## config.mk

```make
export PLATFORM = sky130hd
export DESIGN_NAME = ysyx_23060025_mem_arbiter
export DESIGN_NICKNAME = d
export VERILOG_FILES = /design/src/rtl/ysyx_23060025_mem_arbiter.sv
export SDC_FILE = /design/constraint.sdc
export NUM_CORES = 1
export LEC_CHECK = 0
export BUFFER_PORTS_ARGS = -buffer_cell sky130_fd_sc_hd__buf_4
export CAP_MARGIN = 20
export CORE_AREA = 2 2 116 118
export DETAILED_ROUTE_END_ITERATION = 8
export DIE_AREA = 0 0 118 120
export GPL_TIMING_DRIVEN = 0
export PLACE_DENSITY = 0.72
export SLEW_MARGIN = 20
export SYNTH_ARGS = -nofsm -noshare
export SYNTH_HDL_FRONTEND = slang
export SYNTH_SLANG_ARGS = --single-unit
export TNS_END_PERCENT = 5
```

## constraint.sdc

```tcl
create_clock -name clock -period 2.1 [get_ports clock]
set_clock_uncertainty 0.1 [all_clocks]
set_input_delay 0.21 -clock clock [delete_from_list [all_inputs] [get_ports clock]]
set_output_delay 0.21 -clock clock [all_outputs]
set_load 0.005 [all_outputs]
```

## src/rtl/ysyx_23060025_mem_arbiter.sv

```systemverilog
// rtl/ysyx_23060025_mem_arbiter.sv - two-requester arbiter/sequencer for the shared memory port (option: ARB_ROUND_ROBIN_EN)
module ysyx_23060025_mem_arbiter #(
    parameter int ADDR_WIDTH   = 32,
    parameter int DATA_WIDTH   = 32,
    parameter int STARVE_LIMIT = 4
) (
    input  logic                    clock,
    input  logic                    reset,
    input  logic                    m0_req_valid,
    output logic                    m0_req_ready,
    input  logic [ADDR_WIDTH-1:0]   m0_addr,
    input  logic [7:0]              m0_len,
    output logic                    m0_rsp_valid,
    output logic [DATA_WIDTH-1:0]   m0_rsp_data,
    output logic                    m0_rsp_last,
    input  logic                    m1_req_valid,
    output logic                    m1_req_ready,
    input  logic [ADDR_WIDTH-1:0]   m1_addr,
    input  logic                    m1_wen,
    input  logic [DATA_WIDTH-1:0]   m1_wdata,
    input  logic [DATA_WIDTH/8-1:0] m1_wstrb,
    output logic                    m1_rsp_valid,
    output logic [DATA_WIDTH-1:0]   m1_rsp_data,
    output logic                    s_req_valid,
    input  logic                    s_req_ready,
    output logic [ADDR_WIDTH-1:0]   s_addr,
    output logic                    s_wen,
    output logic [DATA_WIDTH-1:0]   s_wdata,
    output logic [DATA_WIDTH/8-1:0] s_wstrb,
    output logic [7:0]              s_len,
    input  logic                    s_rsp_valid,
    input  logic [DATA_WIDTH-1:0]   s_rsp_data,
    input  logic                    s_rsp_last,
    output logic                    arb_busy
);

    typedef enum logic [1:0] {IDLE, ADDR, RESP} state_t;

    state_t state;
    logic   grant;
    logic   winner;
    logic   any_req;
    logic   both_req;
    logic   is_idle;
    logic   rsp_fwd;

`ifndef ARB_ROUND_ROBIN_EN
    localparam int SW = $clog2(STARVE_LIMIT + 1);
    logic [SW-1:0] starve_cnt;
`endif

    assign any_req  = m0_req_valid | m1_req_valid;
    assign both_req = m0_req_valid & m1_req_valid;
    assign is_idle  = (state == IDLE);
    assign arb_busy = ~is_idle;

    // Pick the winner: 1 selects the LSU, 0 the icache refill path
    always_comb begin
        winner = 1'b0;
        if (both_req) begin
`ifdef ARB_ROUND_ROBIN_EN
            winner = ~grant;
`else
            winner = (starve_cnt == SW'(STARVE_LIMIT)) ? 1'b0 : 1'b1;
`endif
        end else if (m1_req_valid) begin
            winner = 1'b1;
        end
    end

    assign m0_req_ready = is_idle & m0_req_valid & ~winner;
    assign m1_req_ready = is_idle & m1_req_valid & winner;

    // Sequencer: latch the winner's request, present it downstream, then wait for the last beat
    always_ff @(posedge clock) begin
        if (reset) begin
            state       <= IDLE;
            grant       <= 1'b0;
            s_req_valid <= 1'b0;
            s_addr      <= '0;
            s_wen       <= 1'b0;
            s_wdata     <= '0;
            s_wstrb     <= '0;
            s_len       <= '0;
        end else begin
            case (state)
                IDLE: begin
                    if (any_req) begin
                        state       <= ADDR;
                        grant       <= winner;
                        s_req_valid <= 1'b1;
                        if (winner) begin
                            s_addr  <= m1_addr;
                            s_wen   <= m1_wen;
                            s_wdata <= m1_wdata;
                            s_wstrb <= m1_wstrb;
                            s_len   <= 8'd0;
                        end else begin
                            s_addr  <= m0_addr;
                            s_wen   <= 1'b0;
                            s_wdata <= '0;
                            s_wstrb <= '0;
                            s_len   <= m0_len;
                        end
                    end
                end
                ADDR: begin
                    if (s_req_ready) begin
                        state       <= RESP;
                        s_req_valid <= 1'b0;
                    end
                end
                RESP: begin
                    if (s_rsp_valid && s_rsp_last) begin
                        state <= IDLE;
                    end
                end
                default: state <= IDLE;
            endcase
        end
    end

`ifndef ARB_ROUND_ROBIN_EN
    // Count consecutive contested grants lost by the icache; cleared whenever it wins
    always_ff @(posedge clock) begin
        if (reset) begin
            starve_cnt <= '0;
        end else if (is_idle && any_req) begin
            if (!winner) begin
                starve_cnt <= '0;
            end else if (both_req && starve_cnt != SW'(STARVE_LIMIT)) begin
                starve_cnt <= starve_cnt + SW'(1);
            end
        end
    end
`endif

    // Route response beats to the owner only; beats outside RESP are dropped
    always_comb begin
        rsp_fwd      = (state == RESP) & s_rsp_valid;
        m0_rsp_valid = rsp_fwd & ~grant;
        m1_rsp_valid = rsp_fwd & grant;
        m0_rsp_last  = m0_rsp_valid & s_rsp_last;
        m0_rsp_data  = m0_rsp_valid ? s_rsp_data : '0;
        m1_rsp_data  = m1_rsp_valid ? s_rsp_data : '0;
    end

endmodule

```

==> results.yml <==
yosys:
  synth_cells: 521
  yosysTopAreaCellShare_pct: 37.8
  yosys_warnings: 0
  synth_seq_area_share_pct: 37.8
  syn_area_per_cell_um2: 8.54
  synth_cell_types: 33
  ys_ff_latch: 84
  yosysTopAreaCell: "dfxtp_1"
  synth_fp_nets: 671
  synth_area_um2: 4450
  synth_area_leaders: "dfxtp_1 (38%), a311oi_2 (11%), a21oi_1 (9.6%), and2_1 (9.1%), o21ai_0 (7.3%)"
finish:
  finish.utilization_pct: 55.9
  area_delta_synth_final_pct: 63.0
  n_antenna_cell: 0
  drive_above_1_share_pct: 47.4
  nNetsFinal: 981
critical_path:
  path_cells: "buf_2 > and4bb_2 > buf_2 > and2_1 > buf_4"
  crit_required_ps: 1790
  r2r_end: "s_addr[27]$_SDFFE_PP0P_"
  path_class: "flip-flop to primary output"
  cp-end-kind: "primary output"
  ff2ff_path_depth: 7
  critPathSlowestCell: "and4bb_2"
  r2r-start: "starve_cnt[0]$_SDFFE_PP0P_"
  regToRegSetupSlack_ps: 280
  crit_top_cell: "buf_2"
  cp-start-kind: "flip-flop"
  crit_arrival_ps: 1700
  cp_max_fo: 10
  slowest_delay_ps: 380
pwr:
  power_frac_clock_pct: 33.8
  total_power_mw: 4.91
  p_comb_share_pct: 28.6
  leakagePower_nw: 3.22
  power_switching_mw: 1.49
  seqPwrFrac_pct: 37.6
  p_int_mw: 3.42
  power_density_nw_per_um2: 677
  vdd_ir_drop_max_uv: 637
  swShare_pct: 30.3
clock_tree:
  path_clk_slew_ps: 70
  clockBufferDepth: 2
  clock-root-buffer: "clkbuf_16"
  cts-htree-levels: 3
  numCtsBuffers: 9
  cts_tree: "yes"
  clk_latency_ps: 340
  cts_sinks: 84
worst_hold_path:
  hold_path_depth: 3
  min-delay-start: "m1_wdata[15]"
  hold_class: "primary input to flip-flop"
  min_to: "s_wdata[15]$_SDFFE_PP0P_"
die:
  design.core.area_um2: 13000
  die_h_um: 120
  ios: 296
  die_w_um: 118
  die_area_um2: 14200
  fp-row-count: 42
  initial_utilization_pct: 34.3
placed_design:
  post-place-ws_ps: 65.3
  portBuffers: 293
  place_congestion: 0.806
  dp_hpwl_mm: 13.0
routing:
  vias_per_cell: 5.11
  drc: 0
  post_drt_wl_per_cell_um: 17.0
  first_iter_violations: 294
  dr_total_vias: 5168
  drt-pass1-iter-count: 4
  drt_wl_total_mm: 17.2
  final_antenna_net_count: 0
sta:
  setup_viol: 0
  setup_ws_ps: 93.0
  clock.fmax_mhz: 498
  fin_crit_sh_pct: 95.6
  maxSlewViolCount: 0
  hold_viol: 0
  grt_setup_unrepaired: "true"
  layout_min_cycle_time_ps: 2010
  worst_pin_slew_ps: 843
  slew_headroom_pct: 43.8
global_routing:
  grt_start_max_net_pins: 17
  antenna_found_initial: 0
  track_usage_pct: 23.7
  grt_pass1_vias: 4992
  overflow: 0
  grt_pass1_wl_mm: 26.9
job:
  maxCapViolCount: 0
status:
  status: "finished, final reports clean"
==> layer usage <==
metal  vias to the layer above  track usage (%)  routed length [um]
met1                      2397             31.1                7590
met5                         -                0                   0
met4                         0             6.63                 222
met2                       199             38.1                8210
met3                        17             6.75                1180
li1                       2555                -                   -
==> worst max path at each step <==
stage	start	to	slack, ps
2_1_floorplan	starve_cnt[0]$_SDFFE_PP0P_	m1_req_ready	570
3_3_place_gp	starve_cnt[0]$_SDFFE_PP0P_	m1_req_ready	80
3_5_place_dp	starve_cnt[0]$_SDFFE_PP0P_	m1_req_ready	70
4_1_cts	starve_cnt[0]$_SDFFE_PP0P_	m1_req_ready	-70
5_1_grt	starve_cnt[0]$_SDFFE_PP0P_	m1_req_ready	-20
6_report	state[0]$_SDFFE_PP0P_	m0_rsp_data[2]	90
==> critical path, delay by kind of cell, from the launching register on <==
kind / cells / cell delay (ps)
AND/OR/NAND/NOR: 2 / 560
buffers and inverters: 3 / 500
flip-flops: 1 / 300
==> power by group through the flow <==
stage	Sequential [mW]	Clock (mW)	Combinational, mW
global route	1.87	1.77	1.53
CTS	1.85	1.70	1.39
finish	1.85	1.66	1.40
detailed placement	1.88	0	1.38
floorplan	1.88	0	0.675
global placement	1.88	0	1.37
==> sequential cells by signal, indices dropped and copies added (netlist names) <==
register	cells
starve_cnt	3
state	2
s_req_valid	1
s_wen	1
grant	1
s_addr	32
s_wstrb	4
s_wdata	32
s_len	8
==> cell usage after synthesis <==
master and number:
dfxtp_1 84, o21ai_1 14, nand4b_1 1, or3b_1 1
buf_6 8, nor2_1 1, and4b_1 1, nor2b_1 1
nand2_1 3, nor3_1 2, and2_1 65, and4bb_2 1
clkbuf_1 33, o21a_1 1, nand3_2 1, buf_4 7
a311oi_2 32, inv_2 1, buf_2 19, inv_1 4
nand2b_1 1, o21ai_0 65, and3_4 1, a21oi_1 85
o2111ai_1 8, nand3_1 33, nor2_4 2, nor2_8 1
nor3b_1 2, or2_1 1, ha_1 2, o31ai_1 1
nand4_1 39
==> stage by stage <==
stage	setup TNS, ps	area, um2	hold slack, ps	std cells
floorplan	0	4450	277	521
global placement	0	6870	360	990
detailed placement	0	6870	367	990
CTS	-69.9	7200	23.5	1006
global route	-20.0	7250	26.0	1012
finish	0	7250	36.3	1012
==> timing repair <==
| item | CTS | global route |
|---|---|---|
| hold endpoints to repair | 0 | 0 |
| resized for setup | 9 | 6 |
| setup endpoints to repair | 15 | 17 |
| buffers inserted | 0 | 6 |
| pin swaps | 0 | 2 |
| hold buffers | 0 | 0 |
==> layout make-up <==
| type | instances | area, um2 |
|---|---|---|
| flip-flops and latches | 84 | 1680 |
| clock buffers | 9 | 225 |
| clock inverters | 7 | 83.8 |
| well taps | 176 | 220 |
| inverters | 5 | 18.8 |
| plain buffers | 67 | 378 |
| fillers | 1237 | 5730 |
| repair buffers | 299 | 2240 |
| multi-input cells | 365 | 2400 |
==> cell families after synthesis <==
| family | after synthesis | share of synthesized area (%) |
|---|---|---|
| buffers and inverters | 72 | 8.54 |
| adders and majority gates | 2 | 0.562 |
| DFF | 84 | 37.8 |
| AOI/OAI and AO/OA | 206 | 31.1 |
| and+or+nand+nor | 157 | 22.0 |
==> layout by cell type (no fill, tap or decap), types with 3 or more instances in the layout <==
master | netlist | layout
a311oi_2 | 32 | 32
buf_2 | 19 | 20
o2111ai_1 | 8 | 8
clkbuf_2 | 0 | 3
dfxtp_1 | 84 | 84
clkbuf_16 | 0 | 9
buf_4 | 7 | 306
nand4_1 | 39 | 39
and2_1 | 65 | 65
nand2_1 | 3 | 3
inv_1 | 4 | 4
o21ai_1 | 14 | 14
nand3_1 | 33 | 33
clkbuf_1 | 33 | 27
buf_6 | 8 | 9
a21oi_1 | 85 | 84
o21ai_0 | 65 | 65
No activity file was read; power rests on OpenSTA's default activity.
